### config.mk
export PLATFORM = sky130hd
export DESIGN_NAME = hilo_unit
export DESIGN_NICKNAME = d
export VERILOG_FILES = /design/src/rtl/hilo_pkg.sv /design/src/rtl/hilo_shift_add.sv /design/src/rtl/hilo_unit.sv
export SDC_FILE = /design/constraint.sdc
export NUM_CORES = 1
export LEC_CHECK = 0
export ABC_AREA = 1
export CAP_MARGIN = 20
export CORE_MARGIN = 1
export CORE_UTILIZATION = 30
export CTS_CLUSTER_SIZE = 30
export DETAILED_ROUTE_END_ITERATION = 10
export PLACE_DENSITY = 0.42
export SYNTH_ARGS = -nofsm -noshare
export SYNTH_HDL_FRONTEND = slang
export SYNTH_SLANG_ARGS = --single-unit
### constraint.sdc
create_clock -name clk -period 10 [get_ports clk]
set_input_delay 2 -clock clk [delete_from_list [all_inputs] [get_ports clk]]
set_output_delay 2 -clock clk [all_outputs]
set_load 0.1 [all_outputs]
### src/rtl/hilo_pkg.sv
// Purpose: shared types and encodings for the HI/LO multiply unit and the decoder.
// Latency: n/a (declarations only).
// Backpressure: n/a.
//
// Contents: FSM state enum for hilo_unit and the regsel read-select encoding
// used by both the decoder and the HI/LO read mux.
package hilo_pkg;

    typedef enum logic [1:0] {
        IDLE = 2'd0,
        RUN  = 2'd1,
        FIX  = 2'd2
    } hilo_state_t;

    localparam logic [1:0] REGSEL_NONE = 2'd0;
    localparam logic [1:0] REGSEL_HI   = 2'd1;
    localparam logic [1:0] REGSEL_LO   = 2'd2;

endpackage

### src/rtl/hilo_shift_add.sv
// Purpose: radix-2 shift-add multiply datapath (unsigned magnitudes) with bit counter.
// Latency: load in one cycle, then one product bit per step; WIDTH steps total.
// Backpressure: none; advances only when the controlling FSM asserts step.
//
// Ports:
//   clk, rst            core clock, async active-high reset
//   load                capture operands, clear accumulator, counter = WIDTH
//   step                perform one add/shift iteration, counter - 1
//   mcand_in, mplier_in unsigned operands captured on load
//   acc                 2*WIDTH accumulator (full product after WIDTH steps)
//   last_step           the current step is the final one (counter == 1)
module hilo_shift_add
    import hilo_pkg::*;
#(
    parameter int WIDTH = 32
) (
    input  logic                 clk,
    input  logic                 rst,
    input  logic                 load,
    input  logic                 step,
    input  logic [WIDTH-1:0]     mcand_in,
    input  logic [WIDTH-1:0]     mplier_in,
    output logic [2*WIDTH-1:0]   acc,
    output logic                 last_step
);

    localparam int CW = $clog2(WIDTH + 1);

    logic [2*WIDTH-1:0] acc_q,    acc_d;
    logic [WIDTH-1:0]   mcand_q,  mcand_d;
    logic [WIDTH-1:0]   mplier_q, mplier_d;
    logic [CW-1:0]      cnt_q,    cnt_d;
    logic [WIDTH:0]     sum;

    always_comb begin
        acc_d    = acc_q;
        mcand_d  = mcand_q;
        mplier_d = mplier_q;
        cnt_d    = cnt_q;

        // Upper half plus (optionally) the multiplicand; the extra bit keeps
        // the carry, which becomes the new MSB after the right shift.
        sum = {1'b0, acc_q[2*WIDTH-1:WIDTH]} +
              (mplier_q[0] ? {1'b0, mcand_q} : {(WIDTH+1){1'b0}});

        if (load) begin
            acc_d    = '0;
            mcand_d  = mcand_in;
            mplier_d = mplier_in;
            cnt_d    = CW'(WIDTH);
        end else if (step) begin
            acc_d    = {sum, acc_q[WIDTH-1:1]};
            mplier_d = mplier_q >> 1;
            cnt_d    = cnt_q - CW'(1);
        end
    end

    always_ff @(posedge clk or posedge rst) begin
        if (rst) begin
            acc_q    <= '0;
            mcand_q  <= '0;
            mplier_q <= '0;
            cnt_q    <= '0;
        end else begin
            acc_q    <= acc_d;
            mcand_q  <= mcand_d;
            mplier_q <= mplier_d;
            cnt_q    <= cnt_d;
        end
    end

    assign acc       = acc_q;
    assign last_step = (cnt_q == CW'(1));

endmodule

### src/rtl/hilo_unit.sv
// Purpose: multi-cycle mult/multu unit with HI/LO registers and mfhi/mflo read port.
// Latency: start at edge 0, RUN cycles 1..WIDTH, commit (done) in cycle WIDTH+1.
// Backpressure: stall_hilo holds dependent EX instructions while a product is pending.
//
// Ports:
//   clk, rst              core clock, async active-high reset
//   enhilo_EX, signed_EX  start a multiply; signed_EX selects mult vs multu
//   a_EX, b_EX            rs / rt operands, sampled on an accepted start
//   regsel_EX             read select (none / HI / LO)
//   hilo_data_EX          committed HI or LO, 0 when no read is selected
//   stall_hilo            hold request for dependent instructions
//   busy, done            multiply in flight / HI,LO written this cycle
module hilo_unit
    import hilo_pkg::*;
#(
    parameter int WIDTH = 32
) (
    input  logic             clk,
    input  logic             rst,
    input  logic             enhilo_EX,
    input  logic             signed_EX,
    input  logic [WIDTH-1:0] a_EX,
    input  logic [WIDTH-1:0] b_EX,
    input  logic [1:0]       regsel_EX,
    output logic [WIDTH-1:0] hilo_data_EX,
    output logic             stall_hilo,
    output logic             busy,
    output logic             done
);

    hilo_state_t        state_q, state_d;
    logic               neg_q,   neg_d;
    logic [WIDTH-1:0]   hi_q,    hi_d;
    logic [WIDTH-1:0]   lo_q,    lo_d;

    logic               load;
    logic               step;
    logic               last_step;
    logic [2*WIDTH-1:0] acc;
    logic [2*WIDTH-1:0] product;
    logic [WIDTH-1:0]   a_mag;
    logic [WIDTH-1:0]   b_mag;

    // Magnitudes for signed operands. The most negative value maps to
    // 2^(WIDTH-1) read as unsigned, so no overflow case exists.
    assign a_mag = (signed_EX & a_EX[WIDTH-1]) ? (WIDTH'(0) - a_EX) : a_EX;
    assign b_mag = (signed_EX & b_EX[WIDTH-1]) ? (WIDTH'(0) - b_EX) : b_EX;

    assign product = neg_q ? ((2*WIDTH)'(0) - acc) : acc;

    assign load = (state_q == IDLE) & enhilo_EX;
    assign step = (state_q == RUN);

    hilo_shift_add #(
        .WIDTH     (WIDTH)
    ) u_shift_add (
        .clk       (clk),
        .rst       (rst),
        .load      (load),
        .step      (step),
        .mcand_in  (a_mag),
        .mplier_in (b_mag),
        .acc       (acc),
        .last_step (last_step)
    );

    always_comb begin
        state_d = state_q;
        neg_d   = neg_q;
        hi_d    = hi_q;
        lo_d    = lo_q;
        case (state_q)
            IDLE: begin
                if (enhilo_EX) begin
                    neg_d   = signed_EX & (a_EX[WIDTH-1] ^ b_EX[WIDTH-1]);
                    state_d = RUN;
                end
            end
            RUN: begin
                if (last_step) begin
                    state_d = FIX;
                end
            end
            FIX: begin
                // HI and LO are written in the same edge so a reader never
                // sees half of a product.
                hi_d    = product[2*WIDTH-1:WIDTH];
                lo_d    = product[WIDTH-1:0];
                state_d = IDLE;
            end
            default: state_d = IDLE;
        endcase
    end

    always_ff @(posedge clk or posedge rst) begin
        if (rst) begin
            state_q <= IDLE;
            neg_q   <= 1'b0;
            hi_q    <= '0;
            lo_q    <= '0;
        end else begin
            state_q <= state_d;
            neg_q   <= neg_d;
            hi_q    <= hi_d;
            lo_q    <= lo_d;
        end
    end

    assign busy = (state_q != IDLE);
    assign done = (state_q == FIX);

    // Only instructions that touch HI/LO wait on the multiply.
    assign stall_hilo = busy & (enhilo_EX | (regsel_EX == REGSEL_HI) |
                                (regsel_EX == REGSEL_LO));

    always_comb begin
        case (regsel_EX)
            REGSEL_HI: hilo_data_EX = hi_q;
            REGSEL_LO: hilo_data_EX = lo_q;
            default:   hilo_data_EX = '0;
        endcase
    end

endmodule

* Yosys cells after proc, flatten, opt, wreduce, memory -nomap -nowiden
Index checks and enable logic that the tools add are counted.
** Cells by class
- Reductions and logical operators :: 5
- Eq/ne operators :: 7
- $mul :: 0
- $add $sub $neg :: 5
- Bitwise gates (word level) :: 8
- Shifts and indexed selects :: 0
- Muxes and demuxes :: 14
- Divide/modulo/power cells :: 0
- $lt $le $gt $ge :: 0
** Operator list (count)
- $mux W64 :: 3
- $mux W32 :: 5
- $pmux W32 S2 :: 1
- $sub A1 B32 Y32 const A :: 2
- $sub A1 B64 Y64 const A :: 1
- $add A32 B33 Y33 :: 1
- $mux W6 :: 2
- $eq A6 B1 Y1 const B :: 1
- $sub A6 B1 Y6 const B :: 1
- $and A1 B1 Y1 :: 5
- $eq A2 B1 Y1 const B :: 2
- $eq A2 B2 Y1 const B :: 2
- $mux W2 :: 2
- $pmux W2 S2 :: 1
- $reduce_and A2 Y1 :: 2
- $reduce_bool A2 Y1 :: 2
- $logic_not A2 Y1 :: 1
- $ne A2 B1 Y1 const B :: 1
- $ne A2 B2 Y1 const B :: 1
- $or A1 B1 Y1 :: 2
- $xor A1 B1 Y1 :: 1
** Storage, ports and cells
- Memory bits (writable) :: 0
- Register bits :: 201
- Bits in read-only memories :: 0
- Logic and storage cells :: 47
- Memories :: 0
- Bits in latches :: 0
- Input bits :: 70
- Output and inout bits :: 35

* Logic depth before layout (Yosys ltp)
- Depth in word-level cells :: 4
- Mapped depth :: 18
- Mapped depth without buffers :: 16

* Hierarchy
A second synthesis with hierarchy kept.
** Unflattened totals
- Cell total of the unflattened synthesis :: 2330
- Area, all modules :: 14950.6 µm²
** Modules (own cells, without submodules)
- hilo_shift_add :: cells an instance 1105, area each 7901.3 µm², instances 1, sequential area each 3353.2 µm²
- hilo_unit :: cells an instance 1225, area each 7049.3 µm², instances 1, sequential area each 1676.6 µm²

* Worst setup path after synthesis
Ideal clock, no wire load.
- Path type :: in2out
- From :: in regsel_EX[1]
- To :: out hilo_data_EX[0]
- Path buffers :: 2
- Arrival :: 4.181 ns
- Data required time :: 8.000 ns
- Slack :: 3.819 ns
- Stages on the path :: 6
- Path through :: inv_1 ha_1 clkbuf_1 clkbuf_1 nand2_1 a21oi_1
** Between the ends
- Word-level cells in the longest chain between the ends :: 2
** RTL lines
- from (decl) :: line hilo_unit.sv:24 : input logic [1:0] regsel_EX,
- $eq A2 B2 Y1 / $eq A2 B1 Y1 (equally long branches) :: line hilo_unit.sv:117 : case (regsel_EX)
- $pmux W32 S2 (*) :: line hilo_unit.sv:117
- to (decl) :: line hilo_unit.sv:25 : output logic [WIDTH-1:0] hilo_data_EX,
Every way passes the cells marked *; elsewhere a longest branch is shown, timed or not.

* Final worst setup path
- From :: in regsel_EX[0]
- To :: out hilo_data_EX[2]
The elaborated chain is that of the path after synthesis.

==> impl_metrics.py <==
metrics = {
    "setup_path": {
        "worstPathMaxFanout": 32,
        "start_kind": "input pin",
        "critPathKind": "in -> out",
        "worstSetupEndpointType": "output pin",
        "crit_arrival_ns": 4.67,
        "worst-path-buf-inv": 3,
        "critical_path.max_stage_delay_ns": 1.17,
        "slowest_stage": "clkdlybuf4s50_1",
        "crit_required_ns": 8.00,
        "cpLargestDelayFamily": "buffers and inverters",
        "cp_cell_sequence": "clkdlybuf4s50_1 > inv_1 > ha_1 > a21oi_1 > clkdlybuf4s50_1",
        "crit_top_cell": "clkdlybuf4s50_1",
    },
    "floorplan": {
        "dieArea_um2": 50700,
        "rows": 81,
        "core_region_area_um2": 49100,
        "ioPinCount": 105,
        "die_h_um": 225,
        "fp.dieW_um": 225,
        "start_util_pct": 30.5,
    },
    "clock_tree": {
        "hold_buffers": 0,
        "htreeDepth": 1,
        "tritoncts": "done",
        "cts_resized": 0,
        "cts.path.max_buffers": 3,
        "root_buffer": "clkbuf_16",
        "cts_made_buffers": 26,
        "post-cts-setup-buffers": 0,
        "clock-sinks": 201,
        "clk_pin_slew_worst_paths_ns": 0.06,
        "clk-insertion-delay-late_ns": 0.58,
    },
    "finish": {
        "final_cells": 3169,
        "drive_gt1_share_pct": 4.11,
        "multi_input_area_um2": 8460,
        "num_antenna_cells": 0,
        "area_delta_synth_final_pct": 18.0,
        "fillers": 5621,
        "final-seq-area_um2": 5030,
        "final_nets": 2595,
    },
    "placement": {
        "dp_cells": 3117,
        "port_buffers": 104,
        "place_hpwl_um": 40000,
        "gp_congestion": 0.912,
    },
    "drt": {
        "first_iter_violations": 960,
        "first_pass_iters": 5,
        "wl_per_cell_um": 16.4,
        "vias_per_cell": 4.69,
        "drt-total-wl_um": 51900,
        "ant_nets": 0,
        "vias": 14900,
        "drc": 0,
    },
    "grt": {
        "met2_usage_pct": 33.0,
        "track_usage_pct": 20.8,
        "grt_overflow": 0,
        "grt_antenna_before_repair": 0,
        "grt_max_degree": 138,
        "grt_pass1_wl_um": 82300,
        "grt_pass1_vias": 14300,
        "grtUsageMet1_pct": 29.5,
        "use_met3_pct": 2.23,
        "top_usage_layer": "met2",
    },
    "min_path": {
        "min_path_type": "reg -> reg",
    },
    "synthesis": {
        "synth.avg_cell_area_um2": 6.18,
        "synth-seq-cells": 201,
        "synth_edf_count": 0,
        "synthTopCellsByArea": "dfrtp_1, nand2_1, inv_1, nor2_1, nand3_1",
        "synth-seq-area-share_pct": 33.6,
        "synth_largest_area_cell": "dfrtp_1",
        "syn_area_um2": 14900,
        "synth.distinct_cells": 42,
        "synth_fp_nets": 2528,
        "synth-async-reset-ratio_pct": 100,
        "yosysTopAreaCellShare_pct": 33.6,
        "synthFlopType": "dfrtp_1",
        "synthCells": 2418,
        "yosysWarningCount": 0,
    },
    "sta": {
        "fmax_mhz": 150,
        "drv_slew": 0,
        "worstMarginPinSlew_ns": 1.05,
        "finalSetupViolCount": 0,
        "fin_skew_ns": 0.0363,
        "hold_viol": 0,
        "period_share_pct": 66.7,
        "setup_tns_ns": 0,
        "slew_headroom_pct": 29.9,
        "rsz0062_at_grt": "false",
        "post-route-min-period_ns": 6.67,
    },
    "run_status": {
        "status": "complete, no violations",
    },
    "pwr": {
        "p_per_area_nw_per_um2": 320,
        "ir_drop_v": 0.000153,
        "leakage_nw": 8.97,
        "power_mw": 5.65,
    },
    "run": {
        "cap_viol_max_count": 0,
    },
}
==> flip-flops by register name, summed over array words and instances (netlist names) <==
signal	count
lo_q	32
u_shift_add.acc	64
neg_q	1
u_shift_add.cnt_q	6
hi_q	32
u_shift_add.mcand_q	32
u_shift_add.mplier_q	32
state_q	2
==> tightest hold or removal path, delay by kind of cell, from the launching register on <==
family | cells | cell delay [ns]
AND/OR/NAND/NOR | 2 | 0.11
flip-flops | 1 | 0.34
==> synth_stat cells (all sizes together) (11+ instances only) <==
library cell,n
inv,306
nand4,20
a21oi,71
clkbuf,55
xor2,57
dfrtp,201
nor3,11
o21ai,127
nand2,967
ha,39
nor2,272
o22ai,37
nand3b,11
nand3,181
buf,22
==> metal layers <==
metal,vias to the layer above,share of wire (%)
met4,0,2.8
li1,7708,-
met2,294,44
met1,6804,50
met3,71,3.5
met5,-,0
==> power breakdown <==
part	internal (mW)	switching [mW]
clock	0.642	0.396
sequential	1.18	0.374
combinational	0.946	2.11
==> kinds of logic after synthesis <==
| group | after synthesis | synth area share, % |
|---|---|---|
| fa+ha+maj | 40 | 3.40 |
| simple gates | 1479 | 40.4 |
| buf+inv | 383 | 9.83 |
| flops | 201 | 33.6 |
| xor+xnor | 57 | 3.34 |
| compound gates | 258 | 9.37 |
==> metrics by stage <==
step | hold slack, ns | instance area [µm²] | util (%) | setup WS [ns]
floorplan | 0.444 | 14900 | - | 2.52
global placement | 0.462 | 16600 | 33.8 | 2.93
detailed placement | 0.460 | 16600 | 33.8 | 2.90
CTS | 0.476 | 17500 | 35.8 | 2.88
global route | 0.498 | 17600 | 36.0 | 3.14
finish | 0.478 | 17600 | 36.0 | 3.33
==> layout by cell type (no fill, tap or decap), drive strengths merged, types with 8 or more instances in the layout <==
cell type	Yosys	final
nand2	967	967
inv	306	307
nor2	272	272
dfrtp	201	201
nand3	181	181
o21ai	127	127
clkdlybuf4s50	0	104
a21oi	71	71
xor2	57	57
ha	39	39
o22ai	37	37
clkbuf	55	36
nand4	20	20
nand3b	11	11
nor3	11	11
buf	22	11
or2	8	8
==> area by class of cell <==
cell class / count / share of cell area (%)
flip-flops and latches: 201 / 28.5
repair buffers: 116 / 6.81
multi-input cells: 1834 / 47.9
clock buffers: 35 / 4.33
clock inverters: 13 / 1.13
inverters: 306 / 6.55
well taps: 664 / 4.71
==> final timing paths <==
kind | startpoint | end | cells past startpoint | slack (ns)
worst min register to register | u_shift_add.mplier_q[13] | u_shift_add.mplier_q[13] | 2 | 0.48
worst max-delay path | regsel_EX[0] | hilo_data_EX[2] | 5 | 3.33
min in group asynchronous | rst | u_shift_add.mplier_q[3] | 2 | 1.72
worst min-delay path | u_shift_add.mplier_q[13] | u_shift_add.mplier_q[13] | 2 | 0.48
max in group asynchronous | rst | u_shift_add.mcand_q[28] | 4 | 6.58
worst max register to register | state_q[1] | u_shift_add.acc[43] | 8 | 7.13
Note: power is estimated with default switching activity, not from simulation.
==> RTL edit 1, RTL diff (same flow settings) <==
`WIDTH` is set to 32 in 2 places; all go to 16.
--- a/src/rtl/hilo_shift_add.sv
+++ b/src/rtl/hilo_shift_add.sv
@@ -13,5 +13,5 @@
     import hilo_pkg::*;
 #(
-    parameter int WIDTH = 32
+    parameter int WIDTH = 16
 ) (
     input  logic                 clk,
--- a/src/rtl/hilo_unit.sv
+++ b/src/rtl/hilo_unit.sv
@@ -14,5 +14,5 @@
     import hilo_pkg::*;
 #(
-    parameter int WIDTH = 32
+    parameter int WIDTH = 16
 ) (
     input  logic             clk,
Interface: changed (resized a_EX, b_EX and hilo_data_EX); port bits go from 105 to 57. The function was not compared with the original's and may differ.
==> RTL edit 1 against the original RTL <==
Global-route usage fell by 3.6 points. Sequential cell count fell by 97. Via count fell by 58%. Power fell by 55%. Clock skew fell by 29 ps. First-iteration DRC count fell by 65%. Combinational power fell by 55%. Non-clock buffer count fell by 56. Synthesized area fell by 53%. Wire length fell by 63%. Worst setup slack improved by 130 ps. Core utilization fell by 0.31 points. Largest cell class unchanged. Cell area fell by 54%.
==> RTL edit 1: results (changes against the original RTL) <==
Logic synthesis
  – Synth area leaders: dfrtp_1 (37%), nand2_1 (21%), inv_1 (7.0%)
  – Yosys warnings: 0 (unchanged)
  – XOR/XNOR share of the synthesized area: 2.49% (-0.85 points)
  – Post-Synthesis Cells: 1,061 (-56%)
  – Synth unique cells: 38 (-9.5%)
  – Adder-Cell Fraction of Synth Area: 4.38% (+0.98 points)
  – Compound-Gate Fraction of Synth Area: 10.9% (+1.5 points)
  – Top post-synthesis cells by count: nand2_1 (392), inv_1 (131), dfrtp_1 (104)
  – Sequential-to-total area share from yosys stat: 37.0% (+3.4 points)

Power
  – Seq group: 808 uW (-48%)
  – Psw: 1.28 mW (-56%)
  – Reg power frac: 31.8% (+4.3 points)
  – Leakage power: 4.17 nW (-54%)
  – Comb group: 1.38 mW (-55%)
  – Max VDD drop: 0.0767 mV (-50%)

Final layout
  – Final nets: 1,159 (-55%)
  – Max FFs per register: 32 (-50%)
  – Multi-input gate area: 3740 um2 (-56%)
  – Share of cells above drive strength 1: 3.45% (-0.66 points)

Global route
  – Vias in the first global route: 6,131 (-57%)
  – Largest net degree at the start of global routing: 63 (-54%)
  – First-pass GRT wire length: 32,700 um (-60%)
  – Gr usage total: 17.2% (-3.6 points)

STA
  – Hold Worst Slack: 478 ps (+0.207 ps)
  – Worst slew margin: 33.0% (+3.2 points)
  – Clock skew: 7.29 ps (-29.0 ps)

Run status
  – Status: finished clean

Place
  – Gp weighted congestion: 0.812 (-11%)
  – Placed instance count: 1,399 (-55%)
  – Post-DP HPWL: 14,700 um (-63%)
  – Port Buffer Count: 56 (-46%)
  – Pre-CTS setup slack: 3390 ps (+498 ps)
  – Placed inst area: 7840 um2 (-53%)

Clock tree
  – Clk Latency, worst-skew pair: 360 ps (-220 ps)
  – H-Tree Level Count: 3 (+2)
  – Clock Tree Buf Depth: 2 (-1)
  – CTS Buf Count: 9 (-65%)

Detailed routing
  – Via density: 4.45 (-5.2%)
  – Wire per inst: 13.7 um (-17%)
  – Drt pass-1 iters: 5 (unchanged)
  – Final wirelength: 19,400 um (-63%)
  – Iteration-0 DRC Markers: 334 (-65%)

Setup path
  – Crit-path max FO: 17 (-47%)
  – Reg2Reg Setup Slack: 7200 ps (+70 ps)
  – Critical R2R Capture: u_shift_add.mplier_q[7]$_DFFE_PP0P_
  – Reg2reg start: state_q[0]$_DFFE_PP0P_
  – Critical Path AT: 4540 ps (-130 ps)

Hold path
  – WHS Endpoint: u_shift_add.mcand_q[11]$_DFFE_PP0P_
  – Hold_sp: u_shift_add.mcand_q[11]$_DFFE_PP0P_
## RTL edit 1: cell types whose count changed in the layout (fill, tap and decap cells not counted), moves of 37 or more
| cell | delta |
|---|---|
| xor2_1 | -37 |
| nand3_1 | -100 |
| inv_1 | -169 |
| clkdlybuf4s50_1 | -48 |
| o21ai_0 | -52 |
| nor2_1 | -164 |
| dfrtp_1 | -96 |
| nand2_1 | -568 |
## RTL edit 1: metal layers
metal / global-route usage, % / vias up / wire length [um]
li1: - / 3435 / -
met1: 24.4 / 2759 / 10200
met2: 27.5 / 87 / 8480
met3: 1.59 / 14 / 358
met4: 5.28 / 0 / 289
met5: 0 / - / 0
## RTL edit 1: worst max path at each step
stage | cells past startpoint | to | from | slack [ps]
floorplan | 6 | hilo_data_EX[10] | regsel_EX[1] | 3760
global placement | 5 | stall_hilo | regsel_EX[0] | 3420
detailed placement | 6 | stall_hilo | regsel_EX[0] | 3390
CTS | 5 | stall_hilo | regsel_EX[1] | 3380
global route | 6 | stall_hilo | regsel_EX[0] | 3250
finish | 5 | stall_hilo | regsel_EX[1] | 3460
## RTL edit 1: layout make-up
cell class              instances  area share, %
multi-input cells             785           46.0
flip-flops and latches        104           32.0
repair buffers                 60           7.27
inverters                     137           6.36
well taps                     313           4.82
clock buffers                  12           3.16
clock inverters                 4          0.339
## RTL edit 1: kinds of logic (layout without fill, tap and decap cells)
family	after synthesis	count (layout)
and+or+nand+nor	601	601
xor gates and xnor gates	20	20
buffers and inverters	172	213
DFF	104	104
adders and majority gates	24	24
AOI/OAI and AO/OA	140	140
## RTL edit 1: critical path, cell delays in order
cell and delay, ps:
clkdlybuf4s50_1 480, ha_1 530, nor2_1 200, a21oi_1 170, clkdlybuf4s50_1 1140
==> RTL edit 2, RTL diff (config.mk and constraints unchanged) <==
Without the edit above. Encoding of `hilo_state_t`: now one-hot (3 bits for 3 states).
--- a/src/rtl/hilo_pkg.sv
+++ b/src/rtl/hilo_pkg.sv
@@ -7,8 +7,8 @@
 package hilo_pkg;
 
-    typedef enum logic [1:0] {
-        IDLE = 2'd0,
-        RUN  = 2'd1,
-        FIX  = 2'd2
+    typedef enum logic [2:0] {
+        IDLE = 3'b001,
+        RUN  = 3'b010,
+        FIX  = 3'b100
     } hilo_state_t;
 
Behaviour: no difference found for any inputs over 10 cycles, from zero or initial values and one cycle with rst high; not proved beyond that.
==> RTL edit 2 against the original RTL <==
Wire length decreased by 3.5%. Power decreased by 9.8%. Sequential cell count increased by 1. Cell area decreased by 1.3%. Worst setup slack got worse by 42 ps. Synthesized area decreased by 0.76%. Synthesized cell count decreased by 2.4%. Cell count decreased by 2.0%. Highest routed layer unchanged.
==> RTL edit 2: results (changes against the original RTL) <==
Detailed routing
  – Iteration-0 DRC Markers: 931 (-3.0%)
  – Drt pass-1 iters: 6 (+1)
  – Wire per inst: 16.1 um (-1.6%)
  – Via density: 4.66 (-0.67%)

Logic synthesis
  – Yosys top cell area share: 33.9% (+0.26 points)
  – Multiplexer share of the synthesized area: 0% (unchanged)
  – Synth unique cells: 46 (+9.5%)
  – Primary FF master, synth: dfrtp_1
  – Synth area leaders: dfrtp_1 (34%), nand2_1 (23%), inv_1 (7.4%)
  – Sequential-to-total area share from yosys stat: 34.1% (+0.44 points)
  – Compound-Gate Fraction of Synth Area: 10.2% (+0.80 points)
  – Post-synth ARST share: 100% (unchanged)
  – Yosys warnings: 0 (unchanged)
  – Adder-Cell Fraction of Synth Area: 3.42% (+0.026 points)
  – Post-Synthesis Cells: 2,360 (-2.4%)
  – XOR/XNOR share of the synthesized area: 3.13% (-0.21 points)
  – Top post-synthesis cells by count: nand2_1 (892), inv_1 (292), nor2_1 (236)

Setup path
  – Reg2Reg Setup Slack: 6930 ps (-200 ps)
  – Critical Path AT: 4710 ps (+40 ps)
  – Reg2reg start: u_shift_add.mplier_q[0]$_DFFE_PP0P_
  – Critical R2R Capture: u_shift_add.acc[45]$_DFFE_PP0P_
  – R2R cell count: 13 (+5)

Hold path
  – Min-Delay Path Class: register to register
  – Hold Crit Depth: 2 (unchanged)
  – WHS Endpoint: u_shift_add.mplier_q[13]$_DFFE_PP0P_
  – Hold_sp: u_shift_add.mplier_q[13]$_DFFE_PP0P_

Clock tree
  – H-Tree Level Count: 1 (unchanged)
  – Clk Latency, worst-skew pair: 580 ps (about the same)
  – Clock Tree Buf Depth: 3 (unchanged)
  – CTS clk-pin slew, worst paths: 60 ps (about the same)
  – Root buf cell: clkbuf_16
  – CTS resizes: 0 (unchanged)
  – Postcts setup bufs: 0 (unchanged)
  – CTS Buf Count: 26 (unchanged)

Final layout
  – Antenna cells: 0 (unchanged)
  – Final nets: 2,534 (-2.4%)
  – Max FFs per register: 64 (unchanged)
  – Finished Layout Cells: 3,107 (-2.0%)
  – Share of cells above drive strength 1: 4.26% (+0.15 points)

Power
  – Leakage power: 9.20 nW (+2.6%)
  – Max VDD drop: 0.136 mV (-11%)

Global route
  – Gr usage total: 20.0% (-0.75 points)
  – Met2 Usage GRT: 32.2% (-0.89 points)
  – Met1 Usage GRT: 28.7% (-0.81 points)
  – Vias in the first global route: 14,100 (-1.7%)
  – Grt met3 use: 1.63% (-0.60 points)
  – Initial antenna violation count: 0 (unchanged)
  – Largest net degree at the start of global routing: 134 (-2.9%)
  – First-pass GRT wire length: 79,200 um (-3.8%)

Place
  – Gp weighted congestion: 0.876 (-4.0%)
  – Post-DP HPWL: 38,300 um (-4.4%)
  – Port Buffer Count: 104 (unchanged)

STA
  – Clock skew: 29.0 ps (-7.36 ps)
  – Slew at the pin closest to its max-slew limit: 1060 ps (+8.38 ps)

Run status
  – Status: finished clean
==> RTL edit 2: cell count changes after synthesis, sizes merged, moves of 4 or more <==
cell / delta
inv: -9
nand3: +9
nor2: -17
a21oi: +8
o211ai: +5
buf: +14
xor2: -6
o21ai: +5
nand2: -69
clkbuf: -12
o31ai: +4
==> RTL edit 2: power by group <==
part / internal, mW / switching (mW)
registers: 1.12 / 0.314
logic: 0.842 / 1.82
clock network: 0.614 / 0.395
==> RTL edit 2: worst max-delay path, cell delays in order <==
cell and delay (ps):
clkdlybuf4s50_1 490, inv_1 60, ha_1 660, a21oi_1 320, clkdlybuf4s50_1 1180
==> RTL edit 2: area by class of cell <==
class / count / area, um2
repair buffers: 115 / 1150
fillers: 5464 / 31400
flip-flops and latches: 202 / 5060
clock inverters: 12 / 169
well taps: 664 / 831
multi-input cells: 1781 / 8310
clock buffers: 35 / 764
inverters: 298 / 1130
==> RTL edit 2: cell families after synthesis <==
family	Yosys count
fa+ha+maj	40
simple gates	1411
flops	202
compound gates	277
xor+xnor	53
buf+inv	377
==> RTL edit 2: worst max path at each step <==
stage                  from             endpoint  slack (ps)  cells after the start
2_1_floorplan           rst  hi_q[0]$_DFFE_PP0P_        2490                      1
3_3_place_gp   regsel_EX[0]           stall_hilo        2960                      6
3_5_place_dp   regsel_EX[1]           stall_hilo        2930                      5
4_1_cts        regsel_EX[1]           stall_hilo        2910                      5
5_1_grt        regsel_EX[0]     hilo_data_EX[14]        3130                      5
6_report       regsel_EX[0]     hilo_data_EX[21]        3290                      5
==> RTL edit 2: stage by stage <==
step / utilization (%) / setup WS [ps] / hold slack (ps) / area (um2)
3_3_place_gp: 33.6 / 2960 / 461 / 16400
6_report: 35.6 / 3290 / 477 / 17400
4_1_cts: 35.6 / 2910 / 482 / 17400
2_1_floorplan: - / 2490 / 444 / 14800
3_5_place_dp: 33.6 / 2930 / 464 / 16400
5_1_grt: 35.6 / 3130 / 492 / 17400
==> RTL edit 2: layer usage <==
| metal | wire, um | vias up |
|---|---|---|
| li1 | - | 7571 |
| met1 | 25300 | 6570 |
| met2 | 22000 | 286 |
| met3 | 1520 | 61 |
| met4 | 1220 | 0 |
| met5 | 0 | - |
